**src/rtl/letc_core_pkg.sv**
```systemverilog
// Shared LETC core types plus the write-back arbiter's request record,
// grant encoding and parameter defaults.
package letc_core_pkg;

    typedef logic [4:0]  reg_idx_t;
    typedef logic [31:0] word_t;

    typedef struct packed {
        reg_idx_t rd_idx;
        word_t    wdata;
    } wb_req_s;

    localparam int WB_LR_FIFO_DEPTH = 2;
    localparam int WB_STARVE_LIMIT  = 4;

    typedef enum logic [1:0] {
        WB_GNT_NONE = 2'd0,
        WB_GNT_W    = 2'd1,
        WB_GNT_H    = 2'd2
    } wb_gnt_e;

    function automatic logic [31:0] reg_onehot(input reg_idx_t idx);
        reg_onehot = 32'd1 << idx;
    endfunction

endpackage

```
**src/rtl/letc_core_wb_lr_fifo.sv**
```systemverilog
// Small FIFO buffering long-latency results until they win the register-file
// write port; exposes per-entry valid/index so the top can build pending bits.
module letc_core_wb_lr_fifo
    import letc_core_pkg::*;
#(
    parameter int DEPTH = WB_LR_FIFO_DEPTH
) (
    input  logic                 i_clk,
    input  logic                 i_rst,
    input  logic                 i_push,
    input  logic [4:0]           i_push_idx,
    input  logic [31:0]          i_push_wdata,
    input  logic                 i_pop,
    output logic [4:0]           o_head_idx,
    output logic [31:0]          o_head_wdata,
    output logic                 o_full,
    output logic                 o_empty,
    output logic [DEPTH-1:0]     o_valid,
    output logic [DEPTH*5-1:0]   o_idx
);

    localparam int AW = $clog2(DEPTH);

    wb_req_s          r_mem [DEPTH];
    logic [AW:0]      r_wr_ptr;
    logic [AW:0]      r_rd_ptr;
    logic [DEPTH-1:0] r_valid;

    always_ff @(posedge i_clk) begin
        if (i_rst) begin
            r_wr_ptr <= (AW+1)'(0);
            r_rd_ptr <= (AW+1)'(0);
            r_valid  <= {DEPTH{1'b0}};
        end else begin
            // Clear before set: a slot is never popped and pushed in one cycle.
            if (i_pop) begin
                r_rd_ptr                   <= r_rd_ptr + (AW+1)'(1);
                r_valid[r_rd_ptr[AW-1:0]]  <= 1'b0;
            end
            if (i_push) begin
                r_wr_ptr                   <= r_wr_ptr + (AW+1)'(1);
                r_valid[r_wr_ptr[AW-1:0]]  <= 1'b1;
            end
        end
    end

    always_ff @(posedge i_clk) begin
        if (i_push) begin
            r_mem[r_wr_ptr[AW-1:0]] <= '{rd_idx: i_push_idx, wdata: i_push_wdata};
        end
    end

    always_comb begin
        o_full       = (r_wr_ptr[AW] != r_rd_ptr[AW]) &&
                       (r_wr_ptr[AW-1:0] == r_rd_ptr[AW-1:0]);
        o_empty      = (r_wr_ptr == r_rd_ptr);
        o_head_idx   = r_mem[r_rd_ptr[AW-1:0]].rd_idx;
        o_head_wdata = r_mem[r_rd_ptr[AW-1:0]].wdata;
        o_valid      = r_valid;
        o_idx        = {(DEPTH*5){1'b0}};
        for (int i = 0; i < DEPTH; i++) begin
            o_idx[i*5 +: 5] = r_mem[i].rd_idx;
        end
    end

endmodule

```
**src/rtl/letc_core_wb_arbiter.sv**
```systemverilog
// Shares the single integer register-file write port between the W stage and
// buffered long-latency results, keeping WAW order and LR forward progress.
module letc_core_wb_arbiter
    import letc_core_pkg::*;
#(
    parameter int LR_FIFO_DEPTH = WB_LR_FIFO_DEPTH,
    parameter int STARVE_LIMIT  = WB_STARVE_LIMIT
) (
    input  logic        i_clk,
    input  logic        i_rst,
    input  logic        i_w_valid,
    input  logic [4:0]  i_w_rd_idx,
    input  logic [31:0] i_w_rd_wdata,
    output logic        o_w_stall,
    input  logic        i_lr_valid,
    output logic        o_lr_ready,
    input  logic [4:0]  i_lr_rd_idx,
    input  logic [31:0] i_lr_wdata,
    output logic [4:0]  o_rd_idx,
    output logic [31:0] o_rd_wdata,
    output logic        o_rd_wen,
    output logic [31:0] o_lr_pending
);

    localparam int SW = $clog2(STARVE_LIMIT + 1);
    localparam logic [SW-1:0] STARVE_MAX = SW'(STARVE_LIMIT);

    logic [SW-1:0]              r_starve_cnt;
    logic                       w_full;
    logic                       w_empty;
    logic [4:0]                 w_head_idx;
    logic [31:0]                w_head_wdata;
    logic [LR_FIFO_DEPTH-1:0]   w_valid;
    logic [LR_FIFO_DEPTH*5-1:0] w_idx;
    logic [31:0]                w_pending;
    logic                       w_w_cand;
    logic                       w_h_cand;
    logic                       w_push;
    logic                       w_pop;
    wb_gnt_e                    w_gnt;

    letc_core_wb_lr_fifo #(
        .DEPTH (LR_FIFO_DEPTH)
    ) u_lr_fifo (
        .i_clk        (i_clk),
        .i_rst        (i_rst),
        .i_push       (w_push),
        .i_push_idx   (i_lr_rd_idx),
        .i_push_wdata (i_lr_wdata),
        .i_pop        (w_pop),
        .o_head_idx   (w_head_idx),
        .o_head_wdata (w_head_wdata),
        .o_full       (w_full),
        .o_empty      (w_empty),
        .o_valid      (w_valid),
        .o_idx        (w_idx)
    );

    // x0 writes complete their handshake but never reach the FIFO or the port.
    always_comb begin
        o_lr_ready = !w_full && !i_rst;
        w_push     = i_lr_valid && o_lr_ready && (i_lr_rd_idx != 5'd0);
        w_w_cand   = i_w_valid && (i_w_rd_idx != 5'd0);
        w_h_cand   = !w_empty;
        w_pending  = 32'd0;
        for (int i = 0; i < LR_FIFO_DEPTH; i++) begin
            if (w_valid[i]) begin
                w_pending = w_pending | reg_onehot(w_idx[i*5 +: 5]);
            end else begin
                w_pending = w_pending;
            end
        end
    end

    always_comb begin
        w_gnt = WB_GNT_NONE;
        if (i_rst) begin
            w_gnt = WB_GNT_NONE;
        end else if (w_w_cand && w_pending[i_w_rd_idx]) begin
            w_gnt = WB_GNT_H;
        end else if (w_w_cand && w_h_cand && (r_starve_cnt == STARVE_MAX)) begin
            w_gnt = WB_GNT_H;
        end else if (w_w_cand) begin
            w_gnt = WB_GNT_W;
        end else if (w_h_cand) begin
            w_gnt = WB_GNT_H;
        end else begin
            w_gnt = WB_GNT_NONE;
        end
    end

    always_comb begin
        o_rd_idx     = 5'd0;
        o_rd_wdata   = 32'd0;
        o_rd_wen     = 1'b0;
        w_pop        = 1'b0;
        case (w_gnt)
            WB_GNT_W: begin
                o_rd_idx   = i_w_rd_idx;
                o_rd_wdata = i_w_rd_wdata;
                o_rd_wen   = 1'b1;
            end
            WB_GNT_H: begin
                o_rd_idx   = w_head_idx;
                o_rd_wdata = w_head_wdata;
                o_rd_wen   = 1'b1;
                w_pop      = 1'b1;
            end
            default: begin
                o_rd_wen   = 1'b0;
            end
        endcase
        o_w_stall    = !i_rst && w_w_cand && (w_gnt != WB_GNT_W);
        if (i_rst) begin
            o_lr_pending = 32'd0;
        end else begin
            o_lr_pending = w_pending;
        end
    end

    always_ff @(posedge i_clk) begin
        if (i_rst) begin
            r_starve_cnt <= SW'(0);
        end else if (w_pop || w_empty) begin
            r_starve_cnt <= SW'(0);
        end else if (r_starve_cnt != STARVE_MAX) begin
            r_starve_cnt <= r_starve_cnt + SW'(1);
        end else begin
            r_starve_cnt <= r_starve_cnt;
        end
    end

endmodule

```
**config.mk**
```make
export PLATFORM = sky130hd
export DESIGN_NAME = letc_core_wb_arbiter
export DESIGN_NICKNAME = d
export VERILOG_FILES = /design/src/rtl/letc_core_pkg.sv /design/src/rtl/letc_core_wb_lr_fifo.sv /design/src/rtl/letc_core_wb_arbiter.sv
export SDC_FILE = /design/constraint.sdc
export NUM_CORES = 1
export LEC_CHECK = 0
export CAP_MARGIN = 20
export CORE_ASPECT_RATIO = 0.9
export CORE_MARGIN = 2
export CORE_UTILIZATION = 51
export CTS_CLUSTER_DIAMETER = 150
export DETAILED_ROUTE_END_ITERATION = 8
export GPL_TIMING_DRIVEN = 0
export PLACE_DENSITY_LB_ADDON = 0.1
export SKIP_CTS_REPAIR_TIMING = 1
export SLEW_MARGIN = 20
export SYNTH_ARGS = -nofsm -noshare
export SYNTH_HDL_FRONTEND = slang
export SYNTH_SLANG_ARGS = --single-unit
```
**constraint.sdc**
```tcl
create_clock -name i_clk -period 9.55 [get_ports i_clk]
set_input_delay 1.91 -clock i_clk [delete_from_list [all_inputs] [get_ports i_clk]]
set_output_delay 1.91 -clock i_clk [all_outputs]
set_load 0.02 [all_outputs]
```
==> qor.txt <==
ys async rst share: 0
Worst-Margin Slew: 0.646 ns
Yosys reg bits: 84
final max-slew violation count: 0
First DRT Iteration DRCs: 272
Rows: 33
Max Fclk: 123 MHz
RSZ-0062 raised after global routing: false
initial antenna violation count: 0
slew margin rel.: 0.568
cell mode on critical path: clkbuf_1
Setup TNS Final: 0 ns
io pins: 150
# Max-Cap Violations: 0
Placement Setup Slack: 1.54 ns
DIE HEIGHT: 95.7 um
CP endpoint kind: output port
Detail Placement HPWL: 10,500 um
Fill cells: 631
via count: 4,216
number of synthesis warnings: 0
Hold WS: 0.486 ns
Buf+Inv Stages, Crit Path: 6
Mean Syn Cell Area: 11.3 um^2
worst skew pair latency: 0.35 ns
busiest grt layer: met2
register area share after synthesis: 0.508
WL final: 14,200 um
clk buf depth: 2
core area: 9080 um^2
Cell variety after synth: 55
crit path kind: input pin to output port
Reg2Reg Depth: 12
CP arrival: 6.22 ns
Layout area overhead: 39.1%
H-tree levels: 3
Final Power: 0.829 mW
Post-synth EDFFs: 74
CTS tree: yes
root buf cell: clkbuf_8
share of layout cells above drive strength 1: 0.145
DR WL/cell: 20.0 um
first-pass GRT wire length: 22,200 um
Syn Inst Count: 423
hold path start: r_starve_cnt[1]
worst setup path start: i_w_rd_idx[1]
worst path required time: 7.64 ns
Startpoint Class: input pin
status: completed
Total GRT Usage: 0.284
GRT overflow: 0
total CTS buffers: 9
Die ar.: 10,100 um^2
met3 usage: 0.0582
Reg area: 2420 um^2
Peak supply drop: 0.131 mV
R2R setup slack: 5.96 ns
cell accounting for the most synthesized area: edfxtp_1
clk slew on worst S/H paths: 0.09 ns
met2 usage: 0.495
DRC Markers: 0
worst-case clock skew: 0.0151 ns
I/O Buffers: 147
Hold Path Stages: 2
met1 Use GR: 0.348
family with the most delay on the worst path: buffers and inverters
pin count of the biggest net entering global routing: 24
first-pass detailed-route iteration total: 5
placer congestion estimate: 0.938
period utilisation layout: 0.852
Leak: 2.18 nW
fin crit period: 8.13 ns
CP Cell Sequence: clkdlybuf4s50_1 -> inv_1 -> clkbuf_1 -> mux2i_1 -> a32o_1 -> nor3_1 -> o32a_1 -> ha_1 -> clkbuf_1 -> clkbuf_1 -> a22oi_1 -> nor2_1 -> clkdlybuf4s50_1
area of the multi-input gates: 2160 um^2
slowest cell delay on critical path: 0.62 ns
Fin. Hold Viols: 0
pwr dens: 125 nW/um^2
diode count: 0
reg2reg end: u_lr_fifo.o_valid[1]
Post-synth top flop: edfxtp_1
CP Max Fanout: 10
number of global-route vias before repair: 4,346
Die W: 106 um
setup ws final: 1.42 ns
Cell Area, Synth: 4770 um^2
Critical R2R Launch: u_lr_fifo.r_mem[0][33]
Min-Delay Endpoint: r_starve_cnt[1]
synth top area cells: edfxtp_1 47%, a22oi_1 10%, mux2_2 8.7%
Hold Path Class: register to register
Crit-path slowest cell: clkdlybuf4s50_1
Post-Syn Nets: 505
nets@finish: 665
starting density of the core: 0.525
Final Setup Violations: 0
antenna viol nets, final: 0
Yosys top cell area share: 0.466
average via count per standard cell: 5.94
clock sinks: 84
[where the power goes]
part / total (mW) / switching, mW / leakage (nW) / internal, mW
clock: 0.232 / 0.135 / 0.0771 / 0.0973
combinational: 0.172 / 0.0890 / 1.34 / 0.0827
sequential: 0.425 / 0.00869 / 0.760 / 0.416
[Yosys cell counts, types with 2 or more instances]
cell,n
and4bb_2,3
and4b_1,5
dfxtp_1,10
and2_1,4
inv_1,7
nand2_1,12
mux2_2,37
a22oi_1,65
nor2_1,83
o21a_1,2
or2_2,2
a22oi_2,4
mux2i_1,6
a32o_1,2
a221oi_1,4
and4bb_1,3
edfxtp_1,74
clkbuf_2,2
and2b_1,2
clkbuf_1,23
xnor2_1,4
xor2_1,2
and2b_2,2
a311oi_1,2
o32ai_1,2
nor3_1,3
ha_1,4
a21oi_1,7
nand2b_1,5
o21ai_0,4
buf_4,3
and4_1,3
buf_2,5
nor2b_1,5
o22ai_1,2
[cell usage in the layout, fill, tap and decap left out, drive strengths merged, types with 6 or more instances in the layout]
cell type,count
nand2,12
dfxtp,10
a21oi,7
and4b,6
clkbuf,36
a22oi,69
nor2,83
inv,9
buf,11
edfxtp,74
mux2i,6
and4bb,6
mux2,37
clkdlybuf4s50,147
[how the worst max path moves through the flow]
stage / endpoint / slack [ns] / cells after the start
after floorplan: o_rd_wdata[10] / 3.27 / 11
after global placement: o_rd_wdata[19] / 1.60 / 13
after detailed placement: o_rd_wdata[19] / 1.54 / 13
after CTS: o_rd_wdata[19] / 1.52 / 13
after global routing: o_rd_wdata[19] / 1.13 / 14
final: o_rd_wdata[19] / 1.42 / 13
[worst register-to-register path, cell delays in order (launching register included)]
cell	delay (ns)
edfxtp_1	0.51
and2_1	0.18
clkbuf_1	0.29
a22oi_2	0.11
a2111oi_1	0.63
a311o_1	0.26
nor4_4	0.06
o32ai_1	0.28
ha_1	0.32
clkbuf_1	0.42
nand2_1	0.18
a21oi_1	0.19
nor2_1	0.05
[flip-flops by register name, summed over array words and instances (netlist names), named ones only]
signal,count
u_lr_fifo.o_valid,2
r_starve_cnt,3
u_lr_fifo.r_wr_ptr,2
u_lr_fifo.r_mem,74
u_lr_fifo.r_rd_ptr,2
[metrics by stage]
stage | util | instance area [um^2] | std cells
2_1_floorplan | - | 4770 | 423
3_3_place_gp | 0.704 | 6390 | 692
3_5_place_dp | 0.711 | 6460 | 694
4_1_cts | 0.730 | 6630 | 710
5_1_grt | 0.730 | 6630 | 710
6_report | 0.730 | 6630 | 710
[kinds of logic (layout without fill, tap and decap cells)]
logic type / count (synthesis) / after routing / synth area share
buf+inv: 42 / 207 / 0.0409
flops: 84 / 84 / 0.508
fa+ha+maj: 4 / 4 / 0.0105
simple gates: 140 / 140 / 0.158
xor+xnor: 6 / 6 / 0.0110
mux: 44 / 44 / 0.105
compound gates: 103 / 103 / 0.167
[area by class of cell]
| class | instances | share of cell area |
|---|---|---|
| multi-input cells | 297 | 0.326 |
| clock inverters | 6 | 0.00754 |
| plain buffers | 35 | 0.0255 |
| inverters | 7 | 0.00396 |
| repair buffers | 149 | 0.230 |
| well taps | 122 | 0.0230 |
| flip-flops and latches | 84 | 0.365 |
| clock buffers | 10 | 0.0192 |
[routing by layer]
layer | up-vias | wire length (um)
li1 | 1943 | -
met1 | 2061 | 5810
met2 | 180 | 7080
met3 | 32 | 950
met4 | 0 | 392
met5 | - | 0
(Power assumes the default switching activity.)
